===== config.mk =====
export PLATFORM = sky130hd
export DESIGN_NAME = avg_seq_ctrl
export DESIGN_NICKNAME = d
export VERILOG_FILES = /design/src/rtl/avg_ctrl_pkg.sv /design/src/rtl/avg_result_slot.sv /design/src/rtl/avg_seq_ctrl.sv
export SDC_FILE = /design/constraint.sdc
export NUM_CORES = 1
export LEC_CHECK = 0
export BUFFER_PORTS_ARGS = -buffer_cell sky130_fd_sc_hd__buf_2
export CAP_MARGIN = 20
export CORE_AREA = 2 2 103 105
export CTS_CLUSTER_SIZE = 28
export DETAILED_ROUTE_END_ITERATION = 12
export DIE_AREA = 0 0 105 107
export GPL_TIMING_DRIVEN = 0
export SYNTH_ARGS = -nofsm -noshare
export SYNTH_HDL_FRONTEND = slang
export SYNTH_SLANG_ARGS = --single-unit

===== constraint.sdc =====
create_clock -name clk -period 4.8 [get_ports clk]
set_clock_uncertainty 0.1 [all_clocks]
set_input_delay 0.96 -clock clk [delete_from_list [all_inputs] [get_ports clk]]
set_output_delay 0.96 -clock clk [all_outputs]
set_load 0.03 [all_outputs]

===== src/rtl/avg_ctrl_pkg.sv =====
// Shared state encoding and pipeline constants for the moving-average sequencer.
// No logic, no latency, no backpressure.
package avg_ctrl_pkg;

   typedef enum logic [1:0] {
      ST_IDLE  = 2'd0,
      ST_CLEAR = 2'd1,
      ST_FILL  = 2'd2,
      ST_RUN   = 2'd3
   } state_e;

   // Edges from the accepting edge to the edge that samples dp_avg.
   localparam int CAP_LAT    = 3;
   localparam int DEF_DROP_W = 8;

endpackage


===== src/rtl/avg_result_slot.sv =====
// One-entry result register with valid/ready and a saturating count of lost results.
// Loads on the load edge; when full and not drained, a new load is dropped and counted.
module avg_result_slot #(
   parameter int WIDTH  = 24,
   parameter int DROP_W = 8
) (
   input  logic              clk,
   input  logic              resetn,
   input  logic              load,
   input  logic [WIDTH-1:0]  load_dat,
   input  logic              m_ready,
   output logic              m_valid,
   output logic [WIDTH-1:0]  m_data,
   output logic [DROP_W-1:0] drop_cnt
);

   logic              vld_q, vld_d;
   logic [WIDTH-1:0]  dat_q, dat_d;
   logic [DROP_W-1:0] drop_q, drop_d;

   always_comb begin
      vld_d  = vld_q;
      dat_d  = dat_q;
      drop_d = drop_q;
      if (load) begin
         // A draining slot takes the new result in the same edge it hands off the old one.
         if (!vld_q || m_ready) begin
            vld_d = 1'b1;
            dat_d = load_dat;
         end else if (drop_q != {DROP_W{1'b1}}) begin
            drop_d = drop_q + 1'b1;
         end
      end else if (vld_q && m_ready) begin
         vld_d = 1'b0;
      end
   end

   always_ff @(posedge clk or negedge resetn) begin
      if (!resetn) begin
         vld_q  <= 1'b0;
         dat_q  <= '0;
         drop_q <= '0;
      end else begin
         vld_q  <= vld_d;
         dat_q  <= dat_d;
         drop_q <= drop_d;
      end
   end

   assign m_valid  = vld_q;
   assign m_data   = dat_q;
   assign drop_cnt = drop_q;

endmodule


===== src/rtl/avg_seq_ctrl.sv =====
// Sequencer for the range-gate averager: gates samples in, clears on start, decimates results.
// Feed reaches dp_en two edges after accept, result three; results lost to backpressure are counted.
module avg_seq_ctrl
   import avg_ctrl_pkg::*;
#(
   parameter int WIDTH  = 24,
   parameter int N      = 128,
   parameter int DECIM  = 16,
   parameter int DROP_W = DEF_DROP_W
) (
   input  logic              clk,
   input  logic              resetn,
   input  logic              start,
   input  logic              stop,
   input  logic              s_valid,
   input  logic [WIDTH-1:0]  s_data,
   output logic              s_ready,
   output logic              dp_en,
   output logic [WIDTH-1:0]  dp_data,
   output logic              dp_clr,
   input  logic [WIDTH-1:0]  dp_avg,
   output logic              m_valid,
   input  logic              m_ready,
   output logic [WIDTH-1:0]  m_data,
   output logic [1:0]        state,
   output logic [DROP_W-1:0] drop_cnt
);

   localparam int FW = $clog2(N) + 1;
   localparam int DW = (DECIM > 1) ? $clog2(DECIM) : 1;
   localparam logic [FW-1:0] FILL_LAST = FW'(N - 1);
   localparam logic [DW-1:0] DEC_LAST  = DW'(DECIM - 1);

   state_e             state_q, state_d;
   logic [FW-1:0]      fill_q, fill_d;
   logic [DW-1:0]      dec_q, dec_d;
   logic [CAP_LAT-1:0] cap_q, cap_d;
   logic               feed_vld_q, feed_vld_d;
   logic [WIDTH-1:0]   feed_dat_q, feed_dat_d;
   logic               dp_en_q, dp_en_d;
   logic [WIDTH-1:0]   dp_data_q, dp_data_d;
   logic               acc, cap_now, restart;

   assign s_ready = (state_q == ST_FILL) || (state_q == ST_RUN);

   always_comb begin
      state_d = state_q;
      fill_d  = fill_q;
      dec_d   = dec_q;
      cap_now = 1'b0;
      acc     = s_valid && s_ready;
      restart = start && (state_q != ST_IDLE);
      case (state_q)
         ST_IDLE: state_d = state_q;
         ST_CLEAR: begin
            fill_d  = '0;
            dec_d   = '0;
            state_d = ST_FILL;
         end
         ST_FILL: if (acc) begin
            fill_d = fill_q + 1'b1;
            if (fill_q == FILL_LAST) begin
               cap_now = 1'b1;
               dec_d   = '0;
               state_d = ST_RUN;
            end
         end
         ST_RUN: if (acc) begin
            if (dec_q == DEC_LAST) begin
               dec_d   = '0;
               cap_now = 1'b1;
            end else begin
               dec_d = dec_q + 1'b1;
            end
         end
         default: state_d = ST_IDLE;
      endcase
      if (start) begin
         state_d = ST_CLEAR;
      end else if (stop && ((state_q == ST_FILL) || (state_q == ST_RUN))) begin
         state_d = ST_IDLE;
      end
      // A restart invalidates captures still travelling towards the old window's average.
      cap_d      = restart ? '0 : {cap_q[CAP_LAT-2:0], cap_now};
      feed_vld_d = acc;
      feed_dat_d = acc ? s_data : feed_dat_q;
      dp_en_d    = feed_vld_q;
      dp_data_d  = feed_vld_q ? feed_dat_q : dp_data_q;
   end

   always_ff @(posedge clk or negedge resetn) begin
      if (!resetn) begin
         state_q    <= ST_IDLE;
         fill_q     <= '0;
         dec_q      <= '0;
         cap_q      <= '0;
         feed_vld_q <= 1'b0;
         feed_dat_q <= '0;
         dp_en_q    <= 1'b0;
         dp_data_q  <= '0;
      end else begin
         state_q    <= state_d;
         fill_q     <= fill_d;
         dec_q      <= dec_d;
         cap_q      <= cap_d;
         feed_vld_q <= feed_vld_d;
         feed_dat_q <= feed_dat_d;
         dp_en_q    <= dp_en_d;
         dp_data_q  <= dp_data_d;
      end
   end

   assign dp_clr  = (state_q == ST_CLEAR);
   assign dp_en   = dp_en_q;
   assign dp_data = dp_data_q;
   assign state   = state_q;

   avg_result_slot #(
      .WIDTH  (WIDTH),
      .DROP_W (DROP_W)
   ) u_slot (
      .clk      (clk),
      .resetn   (resetn),
      .load     (cap_q[CAP_LAT-1]),
      .load_dat (dp_avg),
      .m_ready  (m_ready),
      .m_valid  (m_valid),
      .m_data   (m_data),
      .drop_cnt (drop_cnt)
   );

endmodule


### Word level (Yosys, flattened, before mapping)

Cells that the tools add are included.
W data, S select, Z words.

* add/sub/neg operators: 3
* eq/ne operators: 12
* muxes and demuxes: 21
* bitwise operators: 1
* reductions and logical operators: 18

Operator list (number)
* $add A8 B1 Y8 const B: 2
* $mux W4: 4
* $pmux W8 S2: 1
* $pmux W4 S3: 1
* $eq A8 B7 Y1 const B: 1
* $mux W2: 4
* $mux W8: 1
* $ne A8 B8 Y1 const B: 1
* $mux W1: 7
* $reduce_and A2 Y1: 3
* $reduce_and A3 Y1: 2
* $reduce_bool A2 Y1: 3
* $add A4 B1 Y4 const B: 1
* $eq A2 B2 Y1 const B: 2
* $eq A4 B4 Y1 const B: 1
* $logic_and A1 B1 Y1: 4
* $ne A2 B1 Y1 const B: 2
* $ne A2 B2 Y1 const B: 2
* $ne A4 B2 Y1 const B: 1
* $ne A4 B3 Y1 const B: 1
* $pmux W2 S2: 1
* $reduce_and A4 Y1: 1
* $reduce_bool A4 Y1: 1
* $mux W3: 1
* other kinds (6): 7

* flip-flop bits (word level): 100
* input port bits: 54
* output and inout bits: 62

### Logic depth before layout (Yosys ltp)

* word-level depth: 7
* depth in mapped cells: 7
* mapped depth without buffers: 5

### Modules after synthesis

From an unflattened synthesis, not the netlist that was laid out.

* cell total of the unflattened synthesis: 339
* area total of the unflattened synthesis: 4121.5 µm²

Modules (own cells, without submodules)
* avg_seq_ctrl: instances 1, cells an instance 252, area an instance 2791.4 µm², seq. area each 1676.6 µm²
* avg_result_slot: instances 1, cells an instance 87, area an instance 1330.0 µm², seq. area each 825.8 µm²

### Least setup slack after synthesis

No wires, ideal clock.

* path type: register -> output
* start: register state_q[1] (netlist: state[1])
* end: output dp_clr
* arrival time: 1119 ps
* data required time: 3740 ps
* path slack: 2621 ps
* stages on the path, launching flop included: 4
* cell sequence: dfrtp_1 > buf_2 > nand2b_1 > inv_1

* cells in the longest elaborated chain, start to end: 1

Ends and longest elaborated chain
* start, declared: line avg_seq_ctrl.sv:34 `state_e state_q, state_d;`
* start signal, assigned: line avg_seq_ctrl.sv:102 `state_q <= state_d;`
* $eq A2 B1 Y1: line avg_seq_ctrl.sv:113 `assign dp_clr = (state_q == ST_CLEAR);`
* end, declared: line avg_seq_ctrl.sv:20 `output logic dp_clr,`

No other way between the ends.

### Worst setup path in the final report

Same ends and word-level chain as after synthesis.

==> flow_summary.toml <==
[power_and_ir_drop]
power_density_mw_per_mm2 = 466
p_sw_frac = 0.345
p_clk_frac = 0.237
power_frac_comb = 0.293
max-vdd-ir-drop_v = 0.000225
seqPwrFrac = 0.470
finalPower_mw = 2.36
leakagePower_nw = 2.50
p_int_mw = 1.55
p_sw_uw = 814

[place]
postPlaceCellArea_sq_mm = 0.00486
gp_congestion = 0.732
portBuffers = 115
preCtsSetupSlack_ns = 2.46
dp.cells = 541
hpwl_mm = 5.80

[logic_synthesis]
yosys.area_share.xor_xnor = 0.0214
synth_area_leader_cell = "dfrtp_1"
synth_compound_area_frac = 0.0505
syn-cell-area_sq_mm = 0.00409
synth_top_family_by_area = "multiplexers"
synth_mux_area_frac = 0.201
seq_area_frac_synth = 0.612
synth_seq_cells = 100
synthAdderAreaFrac = 0.00919
synth.top_cell.area_share = 0.612
avgSynthCellArea_sq_um = 14.1
yosys_warnings = 0
syn_nets = 346
syn-instance-count = 289
yosys-top-cells-area = "dfrtp_1 (61%), mux2_2 (20%), nand2_1 (1.3%)"
synthSimpleGateAreaFrac = 0.0796
ys_types = 40

[setup_path]
cp-startpoint = "state[1]$_DFFE_PN0P_"
cp_max_fo = 8
cp_data_arrival_time_ns = 1.50
startpoint_type = "register"
reg2reg_from = "u_slot.drop_cnt[0]$_DFFE_PN0P_"
cp.required_ns = 3.74
critPathCaptureType = "output pin"
path_class = "register to output pin"

[layout]
drive_above_1_share = 0.529
antenna_cells = 0
syn_to_final_growth_pct = 24.0
multiInputGateArea_sq_mm = 0.00148
mostFrequentLayoutCells = "buf_2 (123), dfrtp_1 (100), mux2_2 (73)"
fillers = 967
regArea_sq_mm = 0.00250
final_common_cell = "buf_2"
fin_area_sq_mm = 0.00507
nNetsFinal = 473
final_cells = 556

[global_routing]
grt_max_degree = 54
antenna_found_initial = 0
grt_pass1_wl_mm = 13.3
grt_pass1_vias = 2713
grt_use_total = 0.150
overflow = 0

[sta]
rsz0062_at_grt = "false"
setup_ws_ns = 2.24
fin_tns_setup_ns = 0
worst_pin_slew_ns = 0.690
period_needed_ns = 2.56
slew_violations = 0
finalCritPeriodShare = 0.534
hold_violations = 0
relSlewSlack = 0.540
max_freq_mhz = 390
setup_viol = 0

[cts]
cts_resized = 0
clock-sinks = 100
cts_made_buffers = 9
cts_tree = "done"
h-tree-depth = 3
hold_buffers = 0
path_clk_slew_ns = 0.10
cts_setup_buffers = 0
clkLatencyLatePin_ns = 0.36
cts-root-buf = "clkbuf_8"
clk_path_buf_depth = 2

[floorplan]
die_h_um = 107
dieArea_sq_mm = 0.0112
coreArea_sq_mm = 0.0101
fp.dieW_um = 105
io_pins = 116
rows = 37
start_util = 0.405

[job]
cap_violations = 0

[drt]
finalWirelength_mm = 7.95
first_pass_iters = 4
detail-route-antenna-nets = 0
vias = 2692
drc = 0
drt_iter0_drc = 70
vias_per_cell = 4.84
wl_per_cell_um = 14.3

[hold_path]
hold_class = "register to register"
hp-start = "dp_en_d$_DFF_PN0_"

[status]
status = "completed"
final cells by class:
type,instances,area share
clock inverters,5,0.0133
well taps,136,0.0336
repair buffers,116,0.120
plain buffers,14,0.0163
clock buffers,10,0.0272
flip-flops and latches,100,0.494
multi-input cells,169,0.292
inverters,6,0.00444
critical path, stage by stage (launching register included):
cell and delay (ns):
dfrtp_1 0.39, buf_2 0.19, nand2b_1 0.22, inv_1 0.14, buf_2 0.21
sequential cells by signal, indices dropped and copies added (netlist names):
name / cells
dp_data: 24
u_slot.m_valid: 1
dec_q: 4
dp_en_d: 1
cap_q: 3
dp_en: 1
feed_dat_q: 24
u_slot.drop_cnt: 8
fill_q: 8
u_slot.m_data: 24
state: 2
synthesized netlist by cell type:
cell type and count:
o22ai_1 1, a31oi_1 1, and2_1 3, inv_1 5, nand3_1 10, nor2b_1 1, nand2b_1 2, nor3b_1 3
nor2_1 10, nand3b_1 1, o21ai_0 6, xnor2_1 4, and4_1 1, nand3b_4 1, clkbuf_1 2, nand4_2 2
mux2_2 73, a22o_1 1, a32o_1 3, buf_2 9, nor4_4 1, o21bai_1 1, xor2_1 6, o31ai_1 1
nor4bb_1 1, and3_1 1, a211oi_1 3, buf_4 1, dfrtp_1 100, a21oi_1 4, ha_1 3, o2111ai_4 1
a22oi_1 1, nand2_1 14, buf_6 2, nor3_1 4, a21o_1 1, o2bb2ai_1 3, inv_2 1, nand4_1 1
per-layer routing:
layer,up-vias,global-route usage,wire length (um)
met2,81,0.243,3810
li1,1282,-,-
met4,0,0.0571,121
met3,10,0.0328,390
met5,-,0,0
met1,1319,0.197,3630
worst paths after layout:
path,end,slack [ns],depth (start not counted)
min in group asynchronous,u_slot.m_data[23]$_DFFE_PN0P_,0.52,1
min,dp_en$_DFF_PN0_,0.29,0
max,dp_clr,2.24,4
min reg2reg,dp_en$_DFF_PN0_,0.29,0
max reg2reg,u_slot.drop_cnt[1]$_DFFE_PN0P_,3.12,4
max in group asynchronous,fill_q[2]$_DFFE_PN0P_,3.40,2
cell families after synthesis:
| kind of cell | count (synthesis) |
|---|---|
| compound gates | 27 |
| xor+xnor | 10 |
| fa+ha+maj | 3 |
| buf+inv | 20 |
| flops | 100 |
| mux | 73 |
| simple gates | 56 |
power by group through the flow:
stage	clock network, mW	logic [mW]	registers (mW)
finish	0.558	0.692	1.11
global route	0.619	0.737	1.14
CTS	0.580	0.703	1.11
detailed placement	0	0.702	1.13
global placement	0	0.690	1.12
floorplan	0	0.199	1.39
through the flow:
step	hold slack (ns)	util
after floorplan	0.252	-
after global placement	0.255	0.479
after detailed placement	0.260	0.482
after CTS	0.291	0.502
after global routing	0.310	0.502
final	0.290	0.502
Power figures use the tool's default switching activity.
